[src/rtl/cnn_frame_sequencer.sv]
// cnn_frame_sequencer: per-frame controller that starts the CNN core, forwards one frame of pixels and returns its result
//   clk, rst (async, active-low)
//   frame_req/abort in, frame_ack out        : host frame control
//   s_pix_valid/s_pix_data in, s_pix_ready   : upstream pixel stream
//   cnn_start, cnn_pixel_valid, cnn_pixel    : core drive
//   cnn_result_valid, cnn_result             : core result
//   res_valid/res_data out, res_ready in     : result port
//   busy, timeout_err, frame_count           : status
module cnn_frame_sequencer #(
  parameter int IMG_W       = 32,
  parameter int IMG_H       = 32,
  parameter int PIX_W       = 8,
  parameter int RES_W       = 48,
  parameter int TIMEOUT_CYC = 50000
) (
  input  logic             clk,
  input  logic             rst,
  input  logic             frame_req,
  input  logic             abort,
  output logic             frame_ack,
  input  logic             s_pix_valid,
  input  logic [PIX_W-1:0] s_pix_data,
  output logic             s_pix_ready,
  output logic             cnn_start,
  output logic             cnn_pixel_valid,
  output logic [PIX_W-1:0] cnn_pixel,
  input  logic             cnn_result_valid,
  input  logic [RES_W-1:0] cnn_result,
  output logic             res_valid,
  output logic [RES_W-1:0] res_data,
  input  logic             res_ready,
  output logic             busy,
  output logic             timeout_err,
  output logic [15:0]      frame_count
);
  localparam int FRAME = IMG_W * IMG_H;
  localparam int PCW   = $clog2(FRAME + 1);
  localparam int WDW   = $clog2(TIMEOUT_CYC + 1);
  localparam logic [PCW-1:0] PIX_LAST = PCW'(FRAME - 1);
  localparam logic [WDW-1:0] WD_LAST  = WDW'(TIMEOUT_CYC - 1);
  localparam logic [2:0] S_IDLE = 3'd0, S_START = 3'd1, S_STREAM = 3'd2,
                         S_WAIT = 3'd3, S_HOLD  = 3'd4, S_ERR    = 3'd5;
  logic [2:0]       state_q, state_d;
  logic [PCW-1:0]   pix_q, pix_d;
  logic [WDW-1:0]   wd_q, wd_d;
  logic             ack_q, ack_d, start_q, start_d, pv_q, pv_d;
  logic [PIX_W-1:0] pixel_q, pixel_d;
  logic             rv_q, rv_d, terr_q, terr_d;
  logic [RES_W-1:0] rd_q, rd_d;
  logic [15:0]      fc_q, fc_d;
  logic             beat;
  assign s_pix_ready     = state_q == S_STREAM;
  assign busy            = state_q != S_IDLE;
  assign beat            = s_pix_valid && s_pix_ready;
  assign frame_ack       = ack_q;
  assign cnn_start       = start_q;
  assign cnn_pixel_valid = pv_q;
  assign cnn_pixel       = pixel_q;
  assign res_valid       = rv_q;
  assign res_data        = rd_q;
  assign timeout_err     = terr_q;
  assign frame_count     = fc_q;
  always_comb begin
    state_d = state_q;
    pix_d   = pix_q;
    wd_d    = wd_q;
    ack_d   = 1'b0;
    start_d = 1'b0;
    pv_d    = 1'b0;
    pixel_d = pixel_q;
    rv_d    = rv_q;
    rd_d    = rd_q;
    terr_d  = terr_q;
    fc_d    = fc_q;
    case (state_q)
      S_IDLE: if (frame_req && !abort) begin
        state_d = S_START;
        ack_d   = 1'b1;
        start_d = 1'b1;
        terr_d  = 1'b0;
      end
      S_START: begin
        pix_d   = '0;
        state_d = S_STREAM;
      end
      S_STREAM: if (beat) begin
        pv_d    = 1'b1;
        pixel_d = s_pix_data;
        pix_d   = pix_q + 1'b1;
        wd_d    = '0;
        state_d = pix_q == PIX_LAST ? S_WAIT : S_STREAM;
      end
      // a result arriving on the terminal watchdog count still wins
      S_WAIT: if (cnn_result_valid) begin
        rv_d    = 1'b1;
        rd_d    = cnn_result;
        state_d = S_HOLD;
      end else if (wd_q == WD_LAST) begin
        terr_d  = 1'b1;
        state_d = S_ERR;
      end else begin
        wd_d = wd_q + 1'b1;
      end
      S_HOLD: if (res_ready) begin
        rv_d    = 1'b0;
        fc_d    = fc_q + 16'd1;
        state_d = S_IDLE;
      end
      default: state_d = S_IDLE;
    endcase
    // abort cancels the frame from any active state, dropping the in-flight beat or pending result
    if (abort && state_q != S_IDLE) begin
      state_d = S_IDLE;
      pv_d    = 1'b0;
      rv_d    = 1'b0;
      fc_d    = fc_q;
    end
  end
  always_ff @(posedge clk or negedge rst) begin
    if (!rst) begin
      state_q <= S_IDLE;
      pix_q   <= '0;
      wd_q    <= '0;
      ack_q   <= 1'b0;
      start_q <= 1'b0;
      pv_q    <= 1'b0;
      pixel_q <= '0;
      rv_q    <= 1'b0;
      rd_q    <= '0;
      terr_q  <= 1'b0;
      fc_q    <= '0;
    end else begin
      state_q <= state_d;
      pix_q   <= pix_d;
      wd_q    <= wd_d;
      ack_q   <= ack_d;
      start_q <= start_d;
      pv_q    <= pv_d;
      pixel_q <= pixel_d;
      rv_q    <= rv_d;
      rd_q    <= rd_d;
      terr_q  <= terr_d;
      fc_q    <= fc_d;
    end
  end
endmodule

[config.mk]
export PLATFORM = sky130hd
export DESIGN_NAME = cnn_frame_sequencer
export DESIGN_NICKNAME = d
export VERILOG_FILES = /design/src/rtl/cnn_frame_sequencer.sv
export SDC_FILE = /design/constraint.sdc
export NUM_CORES = 1
export LEC_CHECK = 0
export CORE_ASPECT_RATIO = 1.4
export CORE_MARGIN = 1.5
export CORE_UTILIZATION = 29
export CTS_BUF_LIST = sky130_fd_sc_hd__clkbuf_8
export CTS_CLUSTER_SIZE = 40
export DETAILED_ROUTE_END_ITERATION = 12
export DONT_BUFFER_PORTS = 1
export GPL_TIMING_DRIVEN = 0
export PLACE_DENSITY_LB_ADDON = 0.3
export SLEW_MARGIN = 5
export SYNTH_ARGS = -nofsm -noshare
export SYNTH_HDL_FRONTEND = slang
export SYNTH_SLANG_ARGS = --single-unit
[constraint.sdc]
create_clock -name clk -period 3.8 [get_ports clk]
set_input_delay 0 -clock clk [delete_from_list [all_inputs] [get_ports clk]]
set_output_delay 0 -clock clk [all_outputs]
set_load 0.02 [all_outputs]
==> results of run 1 <==
==> per-layer routing <==
layer,vias to the layer above,part of all wire,wire (um),GRT usage
met5,-,0,0,0
met4,0,0.017,191,0.0494
met3,14,0.033,382,0.0263
met2,73,0.55,6270,0.229
met1,1742,0.40,4600,0.152
li1,1630,-,-,-
==> cell usage in the layout, fill, tap and decap left out, types with 3 or more instances in the layout <==
master	instances
dfrtp_1	106
dlygate4sd3_1	61
mux2_2	49
nand2_1	47
nor2_1	19
xnor2_1	15
a21oi_1	13
nand3_1	11
o21ai_0	11
inv_1	10
nand4_1	9
clkbuf_8	9
nor3_1	8
and3_1	7
xor2_1	7
buf_4	6
nand2b_1	5
nor2b_1	5
mux2i_1	5
clkbuf_1	4
buf_2	4
and4_1	4
a211oi_1	4
a31o_2	4
or3_1	4
buf_6	3
a32oi_1	3
o211ai_1	3
ha_1	3
clkinv_8	3
==> power by group through the flow <==
| stage | sequential (uW) | clock, uW | combinational (uW) |
|---|---|---|---|
| after global routing | 2150 | 783 | 942 |
| after global placement | 2130 | 0 | 739 |
| final | 2110 | 717 | 842 |
| after detailed placement | 2130 | 0 | 773 |
| after CTS | 2110 | 752 | 853 |
| after floorplan | 2040 | 0 | 645 |
==> cell families after synthesis <==
logic type,count (synthesis),synth area share
mux,56,0.127
compound gates,57,0.0858
buf+inv,28,0.0319
fa+ha+maj,3,0.00766
simple gates,143,0.166
xor+xnor,22,0.0393
flops,106,0.541
==> cell type report <==
type	count	area [um2]
fillers	1631	10700
flip-flops and latches	106	2650
multi-input cells	281	2090
repair buffers	62	638
well taps	203	254
clock buffers	9	124
plain buffers	18	119
clock inverters	7	83.8
inverters	10	37.5
==> worst paths after layout <==
path                             from             end  slack (ns)  cells after the start
setup / recovery           state_q[0]     s_pix_ready        1.80                      3
hold / removal                  abort      state_q[0]        0.02                      4
setup reg to reg           state_q[0]    res_data[43]        1.89                      7
hold reg to reg              pix_q[1]        pix_q[1]        0.55                      2
max in group asynchronous         rst  frame_count[0]        3.13                      2
min in group asynchronous         rst    res_data[24]        0.22                      2
==> stage by stage <==
step	instance area (um2)	power (uW)
floorplan	4900	2680
CTS	6000	3720
global route	6000	3870
detailed placement	5150	2910
finish	6000	3670
global placement	5150	2860
==> critical path, cell delays in order, from the launching register on <==
cell,delay (ns)
dfrtp_1,0.47
buf_4,0.21
clkbuf_1,0.24
nor3_1,0.70
==> flip-flops by register name, summed over array words and instances (netlist names) <==
signal	flops
frame_count	16
res_valid	1
cnn_start	1
timeout_err	1
cnn_pixel	8
pix_q	11
state_q	3
cnn_pixel_valid	1
res_data	48
wd_q	16
==> metrics.md, run 1 <==
| Metric | Value |
|---|---|
| CTS Root Cell | clkbuf_8 |
| Status | completed |
| Initial antenna violation count | 0 |
| Post-route core utilization | 0.360 |
| Count of state elements after synthesis | between 100 and 150 |
| Gpl congestion | around 0.78 |
| Pwr per Cell Area | 612 nW/um2 |
| Num CTS Buffers | 9 |
| Crit path max fanout | 10 |
| Port Buffers | 0 |
| Via Count | 3459 |
| Syn_area_per_cell | approximately 12 um2 |
| Worst hold slack | 0.0216 ns |
| Cell Area, Synth | 4900 um2 |
| Post-CTS setup repair buffer count | 0 |
| Synth area leader | dfrtp_1 |
| First DRT Iteration DRCs | 92 |
| DIE HEIGHT | 157 um |
| Initial Util | 0.294 |
| Hold Crit Class | in2reg |
| Most instantiated library cell after synthesis | dfrtp_1 |
| Vias in the first global route | 3516 |
| Fin. Hold Viols | 0 |
| Share of cells above drive strength 1 | 0.203 |
| Final nets | 554 |
| Post-synth EDFFs | 0 |
| Clock Tree Buf Depth | 2 |
| Synthesis warning total | 0 |
| Routed WL | 11.4 mm |
| Core footprint | 16700 um2 |
| Non-filler cells, final | 696 |
| Area delta synth->final | 22.4% |
| Synth Flop Type | dfrtp_1 |
| Slew Viols, Final | 0 |
| Post-synth ARST share | 1.00 |
| First-pass GRT wire length | 18.1 mm |
| Placed cell count | 618 |
| Sequential power share | 0.575 |
| CTS-repair resized insts | 0 |
| Place WS | 1.90 ns |
| Layout Skew | around 0.027 ns |
| Yosys top cell area share | 0.541 |
| Antenna diodes | 0 |
| Fmax | 0.500 GHz |
| CP arrival | about 2.0 ns |
| CP Launch Type | flip-flop |
| Final min period | 2.00 ns |
| Critical path class | reg2out |
| Synth unique cells | 64 |
| Fin crit share | 0.526 |
| Worst Setup End Kind | primary output |
| Switch share | 0.415 |
| CTS tree | yes |
| CTS sink count | 106 |
| H-tree Lvls | 3 |
| Worst ir drop on vdd | about 0.00025 V |
| Post-synthesis sequential area ratio | 0.541 |
| RSZ-0062 raised after global routing | no |
| Hold_buf cts | 62 |
| Req. time, crit path | 3.80 ns |
| Power share of the clock group | 0.195 |
| Pint | 2150 uW |
| Clock Latency Late Sink | 0.39 ns |
| Residual DRC | 0 |
| Max_slew headroom | 0.475 |
| Worst Max-Slew Pin Slew | 0.782 ns |
| Die area | 17700 um2 |
| Post-DP HPWL | 7.80 mm |
| Post-route ant nets | 0 |
| Routed len/inst | 16.4 um |
| Sw power | roughly 1500 uW |
| Combinational share of power | 0.229 |
| Overall routing resource usage | 0.129 |
| Largest net degree at the start of global routing | ~110 |
| Post-synthesis net count | 481 |
| Grt ovf | 0 |
| Synth cell count leaders | 106 x dfrtp_1, 49 x mux2_2, 47 x nand2_1, 19 x nor2_1, 15 x xnor2_1 |
| DRT Pass-1 Iters | 4 |
| CTS clk-pin slew, worst paths | about 0.12 ns |
| # Max-Cap Violations | 0 |
| # setup viols final | 0 |
| DR vias/cell | 4.97 |
| Num rows | 56 |
| Ports | about 140 |
| Die X | ~110 um |
| Post-Synthesis Cells | just over 400 |
| Setup ws final | 1.80 ns |
| Leakage | approximately 0.0026 uW |
| Top cells by area, synth | dfrtp_1 54%, mux2_2 11%, nand2_1 3.6% |
| Fin Setup TNS | 0 ns |
No activity file was read; power rests on OpenSTA's default activity.
==> inputs of run 2 (changes only) <==
==> constraint.sdc (replaced) <==
create_clock -name clk -period 2 [get_ports clk]
set_input_delay 0 -clock clk [delete_from_list [all_inputs] [get_ports clk]]
set_output_delay 0 -clock clk [all_outputs]
set_load 0.02 [all_outputs]
==> metrics.md, run 2 (synthesis gave the netlist of run 1 again) <==
| Metric | Value |
|---|---|
| Core footprint | 16700 um2 (unchanged) |
| Final min period | 1.92 ns |
| # Max-Cap Violations | 0 (unchanged) |
| CTS sink count | 106 (unchanged) |
| Num rows | 56 (unchanged) |
| Post-DP HPWL | 7.80 mm (unchanged) |
| Req. time, crit path | 2.27 ns (was 3.80 ns) |
| Multi-input gate area | 2100 um2 (was 2090 um2) |
| Post-route core utilization | 0.359 (was 0.360) |
| H-tree Lvls | 3 (unchanged) |
| Worst Setup End Kind | flip-flop (was primary output) |
| Port Buffers | 0 (unchanged) |
| CP Launch Type | flip-flop (unchanged) |
| Fmax | 0.522 GHz |
| Gr busiest metal | met2 (unchanged) |
| Fin crit share | 0.959 |
| Area delta synth->final | 22.2% (was 22.4%) |
| Die area | 17700 um2 (unchanged) |
| Met2 Resource Use GR | 0.222 (was 0.229) |
| First-pass GRT wire length | 18.0 mm (was 18.1 mm) |
| Layout Skew | 0.0276 ns (was 0.0267 ns) |
| Non-filler cells, final | 697 (was 696) |
| Gpl congestion | 0.781 (unchanged) |
| Die X | 113 um (unchanged) |
| DR vias/cell | 4.99 (was 4.97) |
| CP arrival | 2.19 ns (was 2.00 ns) |
| Worst hold slack | -0.708 ns (was 0.0216 ns) |
| Num CTS Buffers | 9 (unchanged) |
| Routed len/inst | 16.3 um (was 16.4 um) |
| Hold_buf cts | 60 (was 62) |
| Routed WL | 11.4 mm (about the same) |
| Fin. Hold Viols | 106 (was 0) |
| Filler Cells Inserted | 1641 (was 1631) |
| Residual DRC | 0 (unchanged) |
| First DRT Iteration DRCs | 100 (was 92) |
| Initial antenna violation count | 0 (unchanged) |
| DRT Pass-1 Iters | 4 (unchanged) |
| DIE HEIGHT | 157 um (unchanged) |
| Fin Setup TNS | 0 ns (unchanged) |
| Hold Crit Class | in2async (was in2reg) |
| Worst ir drop on vdd | 0.000484 V (was 0.000254 V) |
| Most frequent cells in the layout | 106 x dfrtp_1, 60 x dlygate4sd3_1, 49 x mux2_2, 47 x nand2_1, 19 x nor2_1 (was 106 x dfrtp_1, 61 x dlygate4sd3_1, 49 x mux2_2, 47 x nand2_1, 19 x nor2_1) |
| Largest register FFs | 48 (unchanged) |
| Leakage | 0.00260 uW (about the same) |
| Crit path max fanout | 10 (unchanged) |
| Overall routing resource usage | 0.128 (was 0.129) |
| Slew Viols, Final | 0 (unchanged) |
| Share of cells above drive strength 1 | 0.209 (was 0.203) |
| Post-route ant nets | 0 (unchanged) |
| Vias in the first global route | 3518 (was 3516) |
| Pwr per Cell Area | 1160 nW/um2 (was 612 nW/um2) |
| # setup viols final | 0 (unchanged) |
| Worst Max-Slew Pin Slew | 0.674 ns (was 0.782 ns) |
| Critical path class | reg2reg (was reg2out) |
| Initial Util | 0.294 (unchanged) |
| CTS clk-pin slew, worst paths | 0.13 ns (was 0.12 ns) |
| Most common cell after layout, fill and taps aside | dfrtp_1 (unchanged) |
| Max_slew headroom | 0.539 (was 0.475) |
| FF/Latch Area | 2650 um2 (unchanged) |
| Grt ovf | 0 (unchanged) |
| GR met3 Demand/Resource | 0.0263 (unchanged) |
| Largest net degree at the start of global routing | 107 (unchanged) |
| Clock Tree Buf Depth | 2 (unchanged) |
| Via Count | 3475 (was 3459) |
| CTS tree | yes (unchanged) |
| Antenna diodes | 0 (unchanged) |
| Final nets | 555 (was 554) |
| GR Layer Usage met1 | 0.154 (was 0.152) |
| Failing checks | hold timing |
| Clock Latency Late Sink | 0.39 ns (about the same) |
| Placed cell count | 618 (unchanged) |
| Status | finished, violations left (was completed) |
| Ports | 142 (unchanged) |
| CTS Root Cell | clkbuf_8 (unchanged) |
==> run 2: cell count changes in the layout (fill, tap and decap cells not counted), sizes merged <==
| cell | previous run | this run |
|---|---|---|
| buf | 14 | 16 |
| dlygate4sd3 | 61 | 60 |
==> run 2: repair_timing <==
item / in CTS / in global routing
resized for setup: 1 / 0
pin swaps: 0 / 1
hold endpoints to repair: 185 / 106
endpoints found under the setup margin: 1 / 3
buffers inserted: 0 / 3
==> run 2: routing by layer <==
metal,up-vias,share of wire
li1,1624,-
met1,1750,0.41
met2,81,0.53
met3,20,0.035
met4,0,0.024
met5,-,0
==> run 2: power by group <==
part,internal [uW],total (uW),switching (uW)
Clock,495,1360,868
Combinational,813,1560,748
Sequential,2770,4010,1240
Total,4080,6930,2850
==> run 2: per-stage QoR <==
step	instance area, um2	hold WS (ns)	power, uW	worst slack, ns
2_1_floorplan	4900	-0.296	5090	0.321
3_3_place_gp	5150	-0.293	5440	0.121
3_5_place_dp	5150	-0.293	5520	0.0964
4_1_cts	5970	-0.739	7010	0.0749
5_1_grt	5990	-0.742	7310	-0.00830
6_report	5990	-0.708	6930	0.0829
==> run 2: critical path, stage by stage, from the launching register on <==
cell	delay (ns)
dfrtp_1	0.47
and2b_1	0.24
and2_1	0.18
buf_4	0.16
nand2_2	0.09
buf_6	0.15
buf_6	0.16
mux2_2	0.35
==> run 2: path summary, 6_finish.rpt <==
| path | startpoint | end | slack (ns) | cells after the start |
|---|---|---|---|---|
| max in group asynchronous | rst | frame_count[0] | 2.53 | 0 |
| max reg2reg | state_q[0] | res_data[43] | 0.08 | 7 |
| max | state_q[0] | res_data[43] | 0.08 | 7 |
| min in group clk | abort | state_q[0] | 0.03 | 4 |
| min | rst | res_data[39] | -0.71 | 0 |
| min reg2reg | pix_q[1] | pix_q[1] | 0.55 | 2 |
==> run 2: area by class of cell <==
| cell class | instances | area share |
|---|---|---|
| clock inverters | 7 | 0.0140 |
| clock buffers | 9 | 0.0207 |
| inverters | 10 | 0.00627 |
| plain buffers | 18 | 0.0198 |
| multi-input cells | 281 | 0.350 |
| well taps | 203 | 0.0424 |
| repair buffers | 63 | 0.104 |
| flip-flops and latches | 106 | 0.443 |
